===== src/rtl/tivi_pkg.sv =====
// Shared types and defaults for the video subsystem: read-tag encoding,
// arbiter grant encoding and VRAM geometry.
package tivi_pkg;

  localparam int VRAM_ADDR_W     = 14;
  localparam int RAM_LAT_DEFAULT = 1;

  typedef enum logic [1:0] {
    TAG_NONE = 2'd0,
    TAG_VID  = 2'd1,
    TAG_CPU  = 2'd2
  } tag_e;

  typedef enum logic [1:0] {
    GNT_IDLE = 2'd0,
    GNT_VID  = 2'd1,
    GNT_WR   = 2'd2,
    GNT_PF   = 2'd3
  } grant_e;

endpackage


===== src/rtl/vram_tag_pipe.sv =====
// Shift register of {tag, addr} that follows each issued RAM read until its
// data appears on ram_rdata; the last stage lines up with the returning data.
module vram_tag_pipe
  import tivi_pkg::*;
#(
  parameter int DEPTH = 2,
  parameter int AW    = VRAM_ADDR_W
) (
  input  logic          clk,
  input  logic          reset,
  input  logic [1:0]    tag_i,
  input  logic [AW-1:0] addr_i,
  output logic [1:0]    tag_o,
  output logic [AW-1:0] addr_o,
  output logic          cpu_busy_o
);

  tag_e          tag_q  [DEPTH];
  logic [AW-1:0] addr_q [DEPTH];

  always_ff @(posedge clk) begin
    if (reset) begin
      for (int i = 0; i < DEPTH; i++) begin
        tag_q[i]  <= TAG_NONE;
        addr_q[i] <= '0;
      end
    end else begin
      tag_q[0]  <= tag_e'(tag_i);
      addr_q[0] <= addr_i;
      for (int i = 1; i < DEPTH; i++) begin
        tag_q[i]  <= tag_q[i-1];
        addr_q[i] <= addr_q[i-1];
      end
    end
  end

  // A CPU read anywhere in flight blocks a duplicate prefetch.
  always_comb begin
    cpu_busy_o = 1'b0;
    for (int i = 0; i < DEPTH; i++) begin
      if (tag_q[i] == TAG_CPU) cpu_busy_o = 1'b1;
    end
  end

  assign tag_o  = tag_q[DEPTH-1];
  assign addr_o = addr_q[DEPTH-1];

endmodule


===== src/rtl/vram_arbiter.sv =====
// Single-port VRAM arbiter: video fetches, CPU writes and CPU read-prefetch of
// the current VRAM address share one registered RAM port.
module vram_arbiter
  import tivi_pkg::*;
#(
  parameter int ADDR_W        = VRAM_ADDR_W,
  parameter int RAM_LAT       = RAM_LAT_DEFAULT,
  parameter int MAX_VID_BURST = 8
) (
  input  logic              clk,
  input  logic              reset,
  input  logic [ADDR_W-1:0] cpu_addr,
  input  logic [7:0]        cpu_wdata,
  input  logic              cpu_wren,
  output logic [7:0]        vdata_in,
  output logic              vdata_valid,
  input  logic              vid_req,
  input  logic [ADDR_W-1:0] vid_addr,
  output logic              vid_ack,
  output logic [7:0]        vid_rdata,
  output logic              vid_rvalid,
  output logic [ADDR_W-1:0] ram_addr,
  output logic [7:0]        ram_wdata,
  output logic              ram_we,
  input  logic [7:0]        ram_rdata,
  output logic              wr_overrun
);

  localparam int                CNT_W   = $clog2(MAX_VID_BURST + 1);
  localparam logic [CNT_W-1:0]  CNT_MAX = CNT_W'(MAX_VID_BURST);

  logic              wren_q;
  logic              wr_pend_q, wr_pend_d;
  logic [ADDR_W-1:0] wr_addr_q, wr_addr_d;
  logic [7:0]        wr_data_q, wr_data_d;
  logic              wr_overrun_q, wr_overrun_d;
  logic [ADDR_W-1:0] pf_addr_q, pf_addr_d;
  logic              pf_need_q, pf_need_d;
  logic [7:0]        vdata_q, vdata_d;
  logic              vdata_valid_q, vdata_valid_d;
  logic [CNT_W-1:0]  cnt_q, cnt_d;
  logic [ADDR_W-1:0] ram_addr_q, ram_addr_d;
  logic [7:0]        ram_wdata_q, ram_wdata_d;
  logic              ram_we_q, ram_we_d;

  grant_e            gnt;
  logic [1:0]        tag_in, ret_tag;
  logic [ADDR_W-1:0] tag_addr_in, ret_addr;
  logic              cpu_busy, capture, pf_can, force_cpu;

  assign capture   = cpu_wren & ~wren_q;
  assign pf_can    = pf_need_q & ~cpu_busy;
  assign force_cpu = (cnt_q == CNT_MAX) & (wr_pend_q | pf_can);

  // vid_req is held by scanout until vid_ack; a request is transferred in the
  // cycle where both are high, and its data returns on vid_rvalid later.
  always_comb begin
    gnt = GNT_IDLE;
    if (vid_req && !force_cpu) gnt = GNT_VID;
    else if (wr_pend_q)        gnt = GNT_WR;
    else if (pf_can)           gnt = GNT_PF;
  end

  always_comb begin
    wr_pend_d     = wr_pend_q;
    wr_addr_d     = wr_addr_q;
    wr_data_d     = wr_data_q;
    wr_overrun_d  = wr_overrun_q;
    pf_addr_d     = pf_addr_q;
    pf_need_d     = pf_need_q;
    vdata_d       = vdata_q;
    vdata_valid_d = vdata_valid_q;
    cnt_d         = '0;
    ram_addr_d    = ram_addr_q;
    ram_wdata_d   = ram_wdata_q;
    ram_we_d      = 1'b0;
    tag_in        = TAG_NONE;
    tag_addr_in   = '0;

    if (gnt == GNT_WR) wr_pend_d = 1'b0;
    if (capture) begin
      wr_addr_d = cpu_addr;
      wr_data_d = cpu_wdata;
      wr_pend_d = 1'b1;
      if (wr_pend_q && gnt != GNT_WR) wr_overrun_d = 1'b1;
    end

    case (gnt)
      GNT_VID: begin
        cnt_d       = (cnt_q == CNT_MAX) ? cnt_q : cnt_q + 1'b1;
        ram_addr_d  = vid_addr;
        tag_in      = TAG_VID;
        tag_addr_in = vid_addr;
      end
      GNT_WR: begin
        ram_addr_d  = wr_addr_q;
        ram_wdata_d = wr_data_q;
        ram_we_d    = 1'b1;
      end
      GNT_PF: begin
        ram_addr_d  = cpu_addr;
        tag_in      = TAG_CPU;
        tag_addr_in = cpu_addr;
        pf_addr_d   = cpu_addr;
      end
      default: ;
    endcase

    if (cpu_addr != pf_addr_q) begin
      pf_need_d     = 1'b1;
      vdata_valid_d = 1'b0;
    end

    // A return is only trusted while still wanted for the address now shown.
    if (ret_tag == TAG_CPU && ret_addr == cpu_addr && pf_need_q) begin
      vdata_d       = ram_rdata;
      vdata_valid_d = 1'b1;
      pf_need_d     = 1'b0;
      pf_addr_d     = cpu_addr;
    end

    // Write-through wins over any same-cycle read return, which would be stale.
    if (gnt == GNT_WR) begin
      if (wr_addr_q == cpu_addr) begin
        vdata_d       = wr_data_q;
        vdata_valid_d = 1'b1;
        pf_need_d     = 1'b0;
        pf_addr_d     = cpu_addr;
      end else if (wr_addr_q == pf_addr_q) begin
        pf_need_d     = 1'b1;
        vdata_valid_d = 1'b0;
      end
    end
  end

  always_ff @(posedge clk) begin
    if (reset) begin
      wren_q        <= 1'b0;
      wr_pend_q     <= 1'b0;
      wr_addr_q     <= '0;
      wr_data_q     <= '0;
      wr_overrun_q  <= 1'b0;
      pf_addr_q     <= '0;
      pf_need_q     <= 1'b0;
      vdata_q       <= '0;
      vdata_valid_q <= 1'b0;
      cnt_q         <= '0;
      ram_addr_q    <= '0;
      ram_wdata_q   <= '0;
      ram_we_q      <= 1'b0;
    end else begin
      wren_q        <= cpu_wren;
      wr_pend_q     <= wr_pend_d;
      wr_addr_q     <= wr_addr_d;
      wr_data_q     <= wr_data_d;
      wr_overrun_q  <= wr_overrun_d;
      pf_addr_q     <= pf_addr_d;
      pf_need_q     <= pf_need_d;
      vdata_q       <= vdata_d;
      vdata_valid_q <= vdata_valid_d;
      cnt_q         <= cnt_d;
      ram_addr_q    <= ram_addr_d;
      ram_wdata_q   <= ram_wdata_d;
      ram_we_q      <= ram_we_d;
    end
  end

  vram_tag_pipe #(
    .DEPTH (RAM_LAT + 1),
    .AW    (ADDR_W)
  ) u_tag_pipe (
    .clk        (clk),
    .reset      (reset),
    .tag_i      (tag_in),
    .addr_i     (tag_addr_in),
    .tag_o      (ret_tag),
    .addr_o     (ret_addr),
    .cpu_busy_o (cpu_busy)
  );

  assign vid_ack     = (gnt == GNT_VID) & ~reset;
  assign vid_rvalid  = (ret_tag == TAG_VID) & ~reset;
  assign vid_rdata   = vid_rvalid ? ram_rdata : 8'h00;
  assign vdata_in    = vdata_q;
  assign vdata_valid = vdata_valid_q;
  assign ram_addr    = ram_addr_q;
  assign ram_wdata   = ram_wdata_q;
  assign ram_we      = ram_we_q;
  assign wr_overrun  = wr_overrun_q;

endmodule


===== config.mk =====
export PLATFORM = sky130hd
export DESIGN_NAME = vram_arbiter
export DESIGN_NICKNAME = d
export VERILOG_FILES = /design/src/rtl/tivi_pkg.sv /design/src/rtl/vram_tag_pipe.sv /design/src/rtl/vram_arbiter.sv
export SDC_FILE = /design/constraint.sdc
export NUM_CORES = 1
export LEC_CHECK = 0
export CAP_MARGIN = 10
export CORE_AREA = 2 2 133 135
export DETAILED_ROUTE_END_ITERATION = 6
export DIE_AREA = 0 0 135 137
export PLACE_DENSITY = 0.53
export SYNTH_ARGS = -nofsm -noshare
export SYNTH_HDL_FRONTEND = slang
export SYNTH_HIERARCHICAL = 1
export SYNTH_SLANG_ARGS = --single-unit

===== constraint.sdc =====
create_clock -name clk -period 4.8 [get_ports clk]
set_input_delay 1.44 -clock clk [delete_from_list [all_inputs] [get_ports clk]]
set_output_delay 1.44 -clock clk [all_outputs]
set_load 0.02 [all_outputs]

### After elaboration in Yosys (flattened, before gate mapping)

Memory sizes are Yosys's and may differ from the RTL's.
Cells that the tools add are included.

| cells by class | value |
|---|---|
| $add $sub $neg | 1 |
| equality and inequality tests | 12 |
| muxes and demuxes | 36 |
| bitwise operators | 14 |
| reduce and logical (&&, ||, !) cells | 9 |

Operators with widths:

| cell | count |
|---|---|
| $mux 14 | 6 |
| $eq 14x14->1 | 3 |
| $pmux 14 s3 | 1 |
| $mux 8 | 4 |
| $pmux 14 s2 | 1 |
| $mux 1 | 18 |
| $ne 14x14->1 | 1 |
| $mux 2 | 5 |
| $eq 2x2->1 const B | 4 |
| $and 1x1->1 | 5 |
| $or 1x1->1 | 5 |
| $add 4x1->4 const B | 1 |
| $eq 2x1->1 const B | 2 |
| $eq 4x4->1 const B | 1 |
| $logic_and 1x1->1 | 4 |
| $not 1->1 | 4 |
| $pmux 2 s2 | 1 |
| $reduce_bool 3->1 | 1 |
| $ne 2x2->1 const B | 1 |
| $reduce_and 2->1 | 1 |
| $reduce_bool 2->1 | 1 |
| $reduce_or 2->1 | 1 |
| $logic_not 1->1 | 1 |

| storage, ports and cells | value |
|---|---|
| register bits | 76 |
| bits in writable memories | 32 |
| input bits | 48 |
| output and inout bits | 43 |
| word-level logic and storage cells | 87 |
| memories kept | 2 |

Memory list:

| memory | words | bits a word | rd ports | clocked after memory_dff | wr ports | RTL line | source |
|---|---|---|---|---|---|---|---|
| u_tag_pipe.addr_q | 2 | 14 | 2 | 0 | 2 | vram_tag_pipe.sv:19 | `logic [AW-1:0] addr_q [DEPTH];` |
| u_tag_pipe.tag_q | 2 | 2 | 2 | 0 | 2 | vram_tag_pipe.sv:18 | `tag_e tag_q [DEPTH];` |

### Longest topological paths before layout

Gate-level depths: netlist of run 1.

| logic depth | value |
|---|---|
| depth after elaboration | 15 |
| mapped depth | 9 |
| gate-level depth less buffers | 8 |

### Cells and area by module

Netlist of run 1, hierarchy kept.

By module, submodules not included:

| module | times used | cells an instance | area each (µm²) | sequential area each (µm²) |
|---|---|---|---|---|
| vram_arbiter | 1 | 469 | 4012.6 | 1521.5 |
| vram_tag_pipe | 1 | 86 | 994.7 | 640.6 |

### Worst setup path after synthesis of run 1

Ideal clock, no wire load.

| timing | value |
|---|---|
| path kind | in2out |
| start point | input port reset |
| end point | output port vid_rdata[0] |
| arrival time | 2.782 ns |
| data required time | 3.360 ns |
| slack | 0.578 ns |
| cell stages on the path | 3 |
| buffers on the path | 1 |
| path through | clkbuf_1 > nor3b_1 > and2_1 |

| between the ends | value |
|---|---|
| word-level cells in the longest chain between the ends | 3 |

Ends and longest elaborated chain:

| element | RTL line | source |
|---|---|---|
| start, declared | vram_arbiter.sv:11 | `input logic reset,` |
| $not 1->1 | vram_arbiter.sv:182 | `assign vid_rvalid = (ret_tag == TAG_VID) & ~reset;` |
| $and 1x1->1 | vram_arbiter.sv:182 |  |
| net vid_rvalid | vram_arbiter.sv:21 | `output logic vid_rvalid,` |
| $mux 8 | vram_arbiter.sv:183 | `assign vid_rdata = vid_rvalid ? ram_rdata : 8'h00;` |
| end, declared | vram_arbiter.sv:20 | `output logic [7:0] vid_rdata,` |

The timed path passes the listed nets, and every way through them passes these cells.

### Worst setup path in the final report of run 1

| timing | value |
|---|---|
| start point | input port vid_req |
| end point | output port vid_ack |

| between the ends | value |
|---|---|
| word-level cells in the longest chain between the ends | 4 |

Ends and longest elaborated chain:

| element | RTL line | source |
|---|---|---|
| start, declared | vram_arbiter.sv:17 | `input logic vid_req,` |
| $logic_and 1x1->1 | vram_arbiter.sv:59 | `if (vid_req && !force_cpu) gnt = GNT_VID;` |
| $mux 2 | vram_arbiter.sv:59 |  |
| $eq 2x1->1 | vram_arbiter.sv:181 | `assign vid_ack = (gnt == GNT_VID) & ~reset;` |
| $and 1x1->1 | vram_arbiter.sv:181 |  |
| end, declared | vram_arbiter.sv:19 | `output logic vid_ack,` |

No other way between the ends.

==> results of run 1 <==
## sequential cells by signal, indices dropped and copies added (netlist names)
signal	cells
pf_addr_q	14
ram_we	1
wren_q	1
wr_data_q	8
ram_wdata	8
u_tag_pipe/addr_q	28
cnt_q	4
wr_overrun	1
vdata_in	8
wr_pend_q	1
u_tag_pipe/tag_q	4
ram_addr	14
wr_addr_q	14
vdata_valid	1
pf_need_q	1
## per-layer routing
metal	vias to the layer above	track usage
met5	-	0
met4	0	0.0567
met3	20	0.0289
met2	94	0.245
met1	1941	0.195
li1	1975	-
## area by class of cell
type                    instances  area, um2
inverters                       8       30.0
clock buffers                  10        239
fillers                      1749      10800
well taps                     225        282
multi-input cells             377       2460
flip-flops and latches        108       2160
repair buffers                101        978
clock inverters                 6       93.8
## cells by family (layout without fill, tap and decap cells)
logic type | count (synthesis) | after routing | share of synthesized area
AO/OA/AOI/OAI | 100 | 100 | 0.138
buffers and inverters | 70 | 125 | 0.0777
adder cells (fa/ha/maj) | 2 | 2 | 0.00500
flip-flops | 108 | 108 | 0.432
multiplexers | 22 | 22 | 0.0440
XOR/XNOR | 59 | 59 | 0.105
AND/OR/NAND/NOR | 194 | 194 | 0.199
## metrics by stage
step	util	setup slack [ps]	hold WS (ps)	power (mW)	cell area, um2
after floorplan	-	578	414	1.18	5010
after CTS	0.366	386	441	2.11	6250
after detailed placement	0.347	391	424	1.30	5910
final	0.366	429	436	2.10	6250
after global routing	0.366	380	448	2.18	6250
after global placement	0.347	387	416	1.29	5910
## Yosys cell counts (2+ instances only)
| library cell | instances | share of area |
|---|---|---|
| a211oi_1 | 14 | 0.021 |
| a21oi_1 | 42 | 0.042 |
| a222oi_1 | 14 | 0.028 |
| a22o_1 | 14 | 0.024 |
| and2_1 | 8 | 0.010 |
| and3_1 | 2 | 0.0025 |
| buf_2 | 11 | 0.011 |
| buf_4 | 20 | 0.030 |
| buf_6 | 5 | 0.011 |
| clkbuf_1 | 26 | 0.019 |
| dfxtp_1 | 108 | 0.43 |
| ha_1 | 2 | 0.0050 |
| inv_1 | 6 | 0.0045 |
| inv_2 | 2 | 0.0015 |
| mux2i_1 | 22 | 0.044 |
| nand2_1 | 91 | 0.068 |
| nand3_1 | 2 | 0.0020 |
| nand4_1 | 7 | 0.0087 |
| nor2_1 | 24 | 0.018 |
| nor2b_1 | 34 | 0.042 |
| nor3_1 | 5 | 0.0050 |
| nor4_1 | 10 | 0.012 |
| nor4_4 | 3 | 0.013 |
| o21ai_0 | 8 | 0.0080 |
| o21ai_1 | 3 | 0.0030 |
| xnor2_1 | 15 | 0.026 |
| xor2_1 | 43 | 0.075 |
## worst max path at each step
stage	to	slack, ps	cells after the start
detailed placement	vid_ack	390	4
global route	vid_ack	380	4
floorplan	vid_rdata[0]	580	3
global placement	vid_ack	390	4
finish	vid_ack	430	4
CTS	vid_ack	390	4
## where the power goes
part / switching (mW) / internal, mW
combinational: 0.168 / 0.138
clock: 0.342 / 0.476
sequential: 0.0319 / 0.939
total: 0.542 / 1.55
==> implementation parameters, run 1 <==
Parameter                              Value

Setup path
  Startpoint type of the worst setup path    input pin
  Required @ worst endpoint    around 3400 ps
  Cell-by-cell trace of the critical path    clkdlybuf4s50_1 > o21ai_1 > nor2_1 > clkdlybuf4s50_1
  Critical path arrival    about 3000 ps
  Most frequent CP cell    clkdlybuf4s50_1
  Worst reg-to-reg path cell count    7
  Reg-to-Reg Start    cnt_q[0]
  Critical R2R Capture    ram_addr[2]
  Worst path max stage delay    670 ps
  Worst Setup SP    vid_req
  Crit Path Category    in2out
  Worst-path fanout max    2
  Crit end category    output port
  Number of buffer and inverter instances along the worst setup path    2
  R2r setup slk    roughly 2500 ps
  Slowest cell on the critical path    clkdlybuf4s50_1
  Crit-path leading delay family    buffers and inverters

Synth
  Synthesized net count    a little over 600
  Average cell area after synthesis    9.02 um2
  Number of flops mapped to enable cells by yosys    0
  Number of distinct standard cells referenced by the synthesized netlist    between 40 and 50
  Yosys warning count    6
  Sequential area share after synthesis    0.432
  Flops & latches, synth    108
  Synthesized instance count    around 560
  Commonest register cell after synthesis    dfxtp_1
  Area of the mapped netlist    ~5000 um2
  Fraction of registers with async set/reset    0

Timing
  Max-slew violation count    0
  Tmin final    roughly 4400 ps
  Worst Clk Skew    9.55 ps
  Final hold violations    0
  Worst Tran Pin Value    1180 ps
  Final-report setup violation count    0
  Max Clk Rate    229 MHz
  Final-layout setup total negative slack    0 ps
  Unrepaired setup endpoints after global routing    no
  Worst-case headroom to the max-slew limit    0.209
  Share of the cycle needed by the critical path after routing    0.911

Layout
  Fraction of layout cells with a size suffix above 1    0.0639
  Most frequent cells in the layout    dfxtp_1 (108), nand2_1 (91), clkdlybuf4s50_1 (89)
  Post-route non-filler standard cell count    roughly 840
  Synth-to-layout area growth    24.8%
  Layout net count    between 600 and 700
  Number of antenna cells inserted    0
  Most frequent standard cell in the layout excluding fill and tap cells    dfxtp_1

Clocking
  Largest buffer count on any clock path    2
  Count of instances resized after the clock tree is built    0
  Number of clock sinks seen by CTS    roughly 110
  Root cell of the clock tree    clkbuf_16
  Hold-fix buffer count after cts    0
  CTS clk-pin slew, worst paths    ~70 ps
  CTS tree    done
  Buffers inserted during post-CTS setup optimization    0
  Maximum level of the CTS H-tree    3
  Number of clock buffers inserted by TritonCTS    9
  Clock network latency to the later pin of the worst-skew pair    approximately 350 ps

GRT
  GRT Total Usage    0.149
  Vias in the first global route    3907
  Wire length of the first global-routing pass    roughly 21 mm
  Maximum number of pins on one net before global-route repair    57
  Number of antenna violations at the first check in global routing    0
  Total overflow reported by the global router    0

Die
  Floorplan Core Area    roughly 17000 um2
  Overall die width    roughly 140 um
  Initial Utilization    0.294
  Area enclosed by the die boundary    around 18000 um2
  Vertical extent of the die    137 um
  Number of rows created at floorplan    48
  I/O Pins    about 90

Placement
  IO Port Bufs    90
  Detailed Place HPWL    between 10 and 15 mm
  Routability cong.    ~0.84
  Cell total after placement    between 800 and 900

Pwr
  Cell area power density    335 nW/um2
  Leakage power    about 2.5 nW
  Worst IR Drop VDD    between 0.15 and 0.2 mV

Detailed routing
  Met3 WL post-DR    roughly 640 um
  Via count    4030
  Post-route antenna net violation count    0
  WL met2    6.65 mm
  Met1 WL    ~6.3 mm
  Drt first-iter violations    about 380
  Post-route DRC violation count    0
  First drt pass iteration count    7
  Sum of routed wire length over all layers    13.9 mm
  WL per Instance    between 15 and 20 um
  Vias per Instance    roughly 4.8
  Highest layer used for signal routing    met4

Min path
  WHS Endpoint    u_tag_pipe/addr_q[0][18]
  Worst hold path type    reg2reg
  Number of instances on the worst hold path    1
  Hold Startpoint    u_tag_pipe/addr_q[0][4]

Run
  Max Cap Violations    0

Outcome
  Run status    finished, final reports clean
Power figures use the tool's default switching activity.
==> run 2: changes to the inputs <==
==> constraint.sdc (replaced) <==
create_clock -name clk -period 4.4 [get_ports clk]
set_input_delay 1.32 -clock clk [delete_from_list [all_inputs] [get_ports clk]]
set_output_delay 1.32 -clock clk [all_outputs]
set_load 0.02 [all_outputs]
==> run 2 against run 1 <==
Against the previous run: clock power decreased by 2%; critical path depth unchanged; register-to-register slack got worse by 650 ps; hold slack improved by 1.7 ps; power increased by 5.0%; die area unchanged; combinational power increased by 9.8%; non-clock buffer count increased by 2; clock-buffer cell count decreased by 1; sequential cell count unchanged; sequential share of layout area increased by 0.15 points; largest cell class unchanged.
==> implementation parameters, run 2 (same netlist as run 1, synthesis figures left out) <==
Parameter                              Value

Clocking
  Maximum level of the CTS H-tree    3
  Largest buffer count on any clock path    2
  Number of clock sinks seen by CTS    ~110
  Root cell of the clock tree    clkbuf_16
  Count of instances resized after the clock tree is built    0
  CTS clk-pin slew, worst paths    70 ps
  Buffers inserted during post-CTS setup optimization    0
  Clock network latency to the later pin of the worst-skew pair    roughly 350 ps
  CTS tree    done
  Hold-fix buffer count after cts    0
  Number of clock buffers inserted by TritonCTS    9

Timing
  Worst Tran Pin Value    around 1200 ps
  Unrepaired setup endpoints after global routing    no
  Share of the cycle needed by the critical path after routing    0.941
  Worst Clk Skew    approximately 9.3 ps
  Final-report setup violation count    0
  Max-slew violation count    0
  Final-layout setup total negative slack    0 ps
  Max Clk Rate    around 240 MHz
  Final hold violations    0
  Worst-case headroom to the max-slew limit    0.207
  Minimum hold slack    ~440 ps
  Tmin final    about 4100 ps

Detailed routing
  Post-route antenna net violation count    0
  Sum of routed wire length over all layers    14.1 mm
  Drt first-iter violations    approximately 300
  Vias per Instance    roughly 4.7
  Via count    between 3000 and 4000
  First drt pass iteration count    6
  WL per Instance    ~17 um
  Post-route DRC violation count    0

Layout
  Most frequent cells in the layout    dfxtp_1 (108), nand2_1 (91), clkdlybuf4s50_1 (89)
  Post-route non-filler standard cell count    roughly 840
  Most frequent standard cell in the layout excluding fill and tap cells    dfxtp_1
  Number of antenna cells inserted    0
  Register with the most flip-flops    u_tag_pipe/addr_q
  Synth-to-layout area growth    24.2%
  Number of flip-flops in the largest register    28
  Fraction of layout cells with a size suffix above 1    0.0670
  Fillers    between 1500 and 2000
  Layout net count    657

Setup path
  Slowest cell on the critical path    clkdlybuf4s50_1
  Worst path max stage delay    about 670 ps
  CP Capture Point    vid_ack
  Critical path arrival    roughly 2800 ps
  Crit Path Category    in2out
  Worst Setup SP    vid_req
  Critical R2R Capture    pf_addr_q[10]
  Cell-by-cell trace of the critical path    clkdlybuf4s50_1 > o21ai_1 > nor2_1 > clkdlybuf4s50_1
  Worst reg-to-reg path cell count    8
  Startpoint type of the worst setup path    input pin
  Worst-path fanout max    2
  Crit end category    output port
  Required @ worst endpoint    about 3100 ps
  Reg-to-Reg Start    cnt_q[0]
  R2r setup slk    1830 ps
  Most frequent CP cell    clkdlybuf4s50_1

Placement
  IO Port Bufs    90
  Detailed Place HPWL    ~10 mm
  Routability cong.    just over 0.8
  Cell total after placement    821

Die
  Area enclosed by the die boundary    between 15000 and 20000 um2
  Vertical extent of the die    137 um
  Initial Utilization    0.294
  Number of rows created at floorplan    48
  Overall die width    ~140 um
  I/O Pins    91
  Floorplan Core Area    about 17000 um2

GRT
  Maximum number of pins on one net before global-route repair    58
  Vias in the first global route    3892
  Wire length of the first global-routing pass    between 20 and 25 mm
  GRT Total Usage    0.153
  Number of antenna violations at the first check in global routing    0
  Total overflow reported by the global router    0

Pwr
  Comb pwr share    0.153
  Worst IR Drop VDD    0.193 mV
  Cell area power density    approximately 350 nW/um2
  Leakage power    roughly 2.4 nW
  Net Sw Power    0.585 mW
  Register share of total power    0.482
  Pwr Total    ~2.2 mW
  Clock network fraction of total power    0.366
  Internal cell power    around 1.6 mW
  Net switching share of the total power    0.266

Min path
  Worst hold path type    reg2reg

Run
  Max Cap Violations    0

Outcome
  Run status    finished, final reports clean
-- run 2: cell count changes in the layout (fill, tap and decap cells not counted), sizes merged --
cell / delta
bufinv: -1
clkinv: +3
inv: -1
clkbuf: -1
buf: +2
-- run 2: final cells by class --
class,instances,area (um2),share of cell area
clock buffer,9,225,0.0362
clock inverter,7,66.3,0.0107
inverter,8,30.0,0.00483
multi-input combinational,377,2460,0.396
sequential,108,2160,0.348
tap,225,282,0.0453
timing repair buffer,103,993,0.160
-- run 2: layer usage --
metal | part of all wire | vias up | GRT usage
met5 | 0 | - | 0
met4 | 0.021 | 0 | 0.0619
met3 | 0.040 | 19 | 0.0178
met2 | 0.48 | 96 | 0.248
met1 | 0.46 | 1871 | 0.207
li1 | - | 1979 | -
-- run 2: worst min-delay path by stage --
stage | from | to | cells past startpoint
after floorplan | u_tag_pipe/addr_q[0][0] | u_tag_pipe/addr_q[0][14] | 1
after global placement | u_tag_pipe/addr_q[0][0] | u_tag_pipe/addr_q[0][14] | 1
after detailed placement | u_tag_pipe/addr_q[0][6] | u_tag_pipe/addr_q[0][20] | 1
after CTS | u_tag_pipe/addr_q[0][0] | u_tag_pipe/addr_q[0][14] | 1
after global routing | u_tag_pipe/addr_q[0][2] | u_tag_pipe/addr_q[0][16] | 1
final | u_tag_pipe/addr_q[0][0] | u_tag_pipe/addr_q[0][14] | 1
-- run 2: stage by stage --
stage,area [um2],setup slack (ps),util
floorplan,5010,418,-
global placement,5930,234,0.348
detailed placement,5930,245,0.348
CTS,6220,241,0.365
global route,6220,226,0.365
finish,6220,258,0.365
-- run 2: power groups by stage --
stage | combinational (mW) | clock, mW | sequential, mW
6_report | 0.336 | 0.804 | 1.06
5_1_grt | 0.365 | 0.860 | 1.07
4_1_cts | 0.339 | 0.823 | 1.06
3_5_place_dp | 0.337 | 0 | 1.08
3_3_place_gp | 0.333 | 0 | 1.08
2_1_floorplan | 0.200 | 0 | 1.09
-- run 2: worst max-delay path: cells and delay by family --
family / cells / cell delay (ps)
buf+inv: 2 / 1140
simple gates: 1 / 270
compound gates: 1 / 90
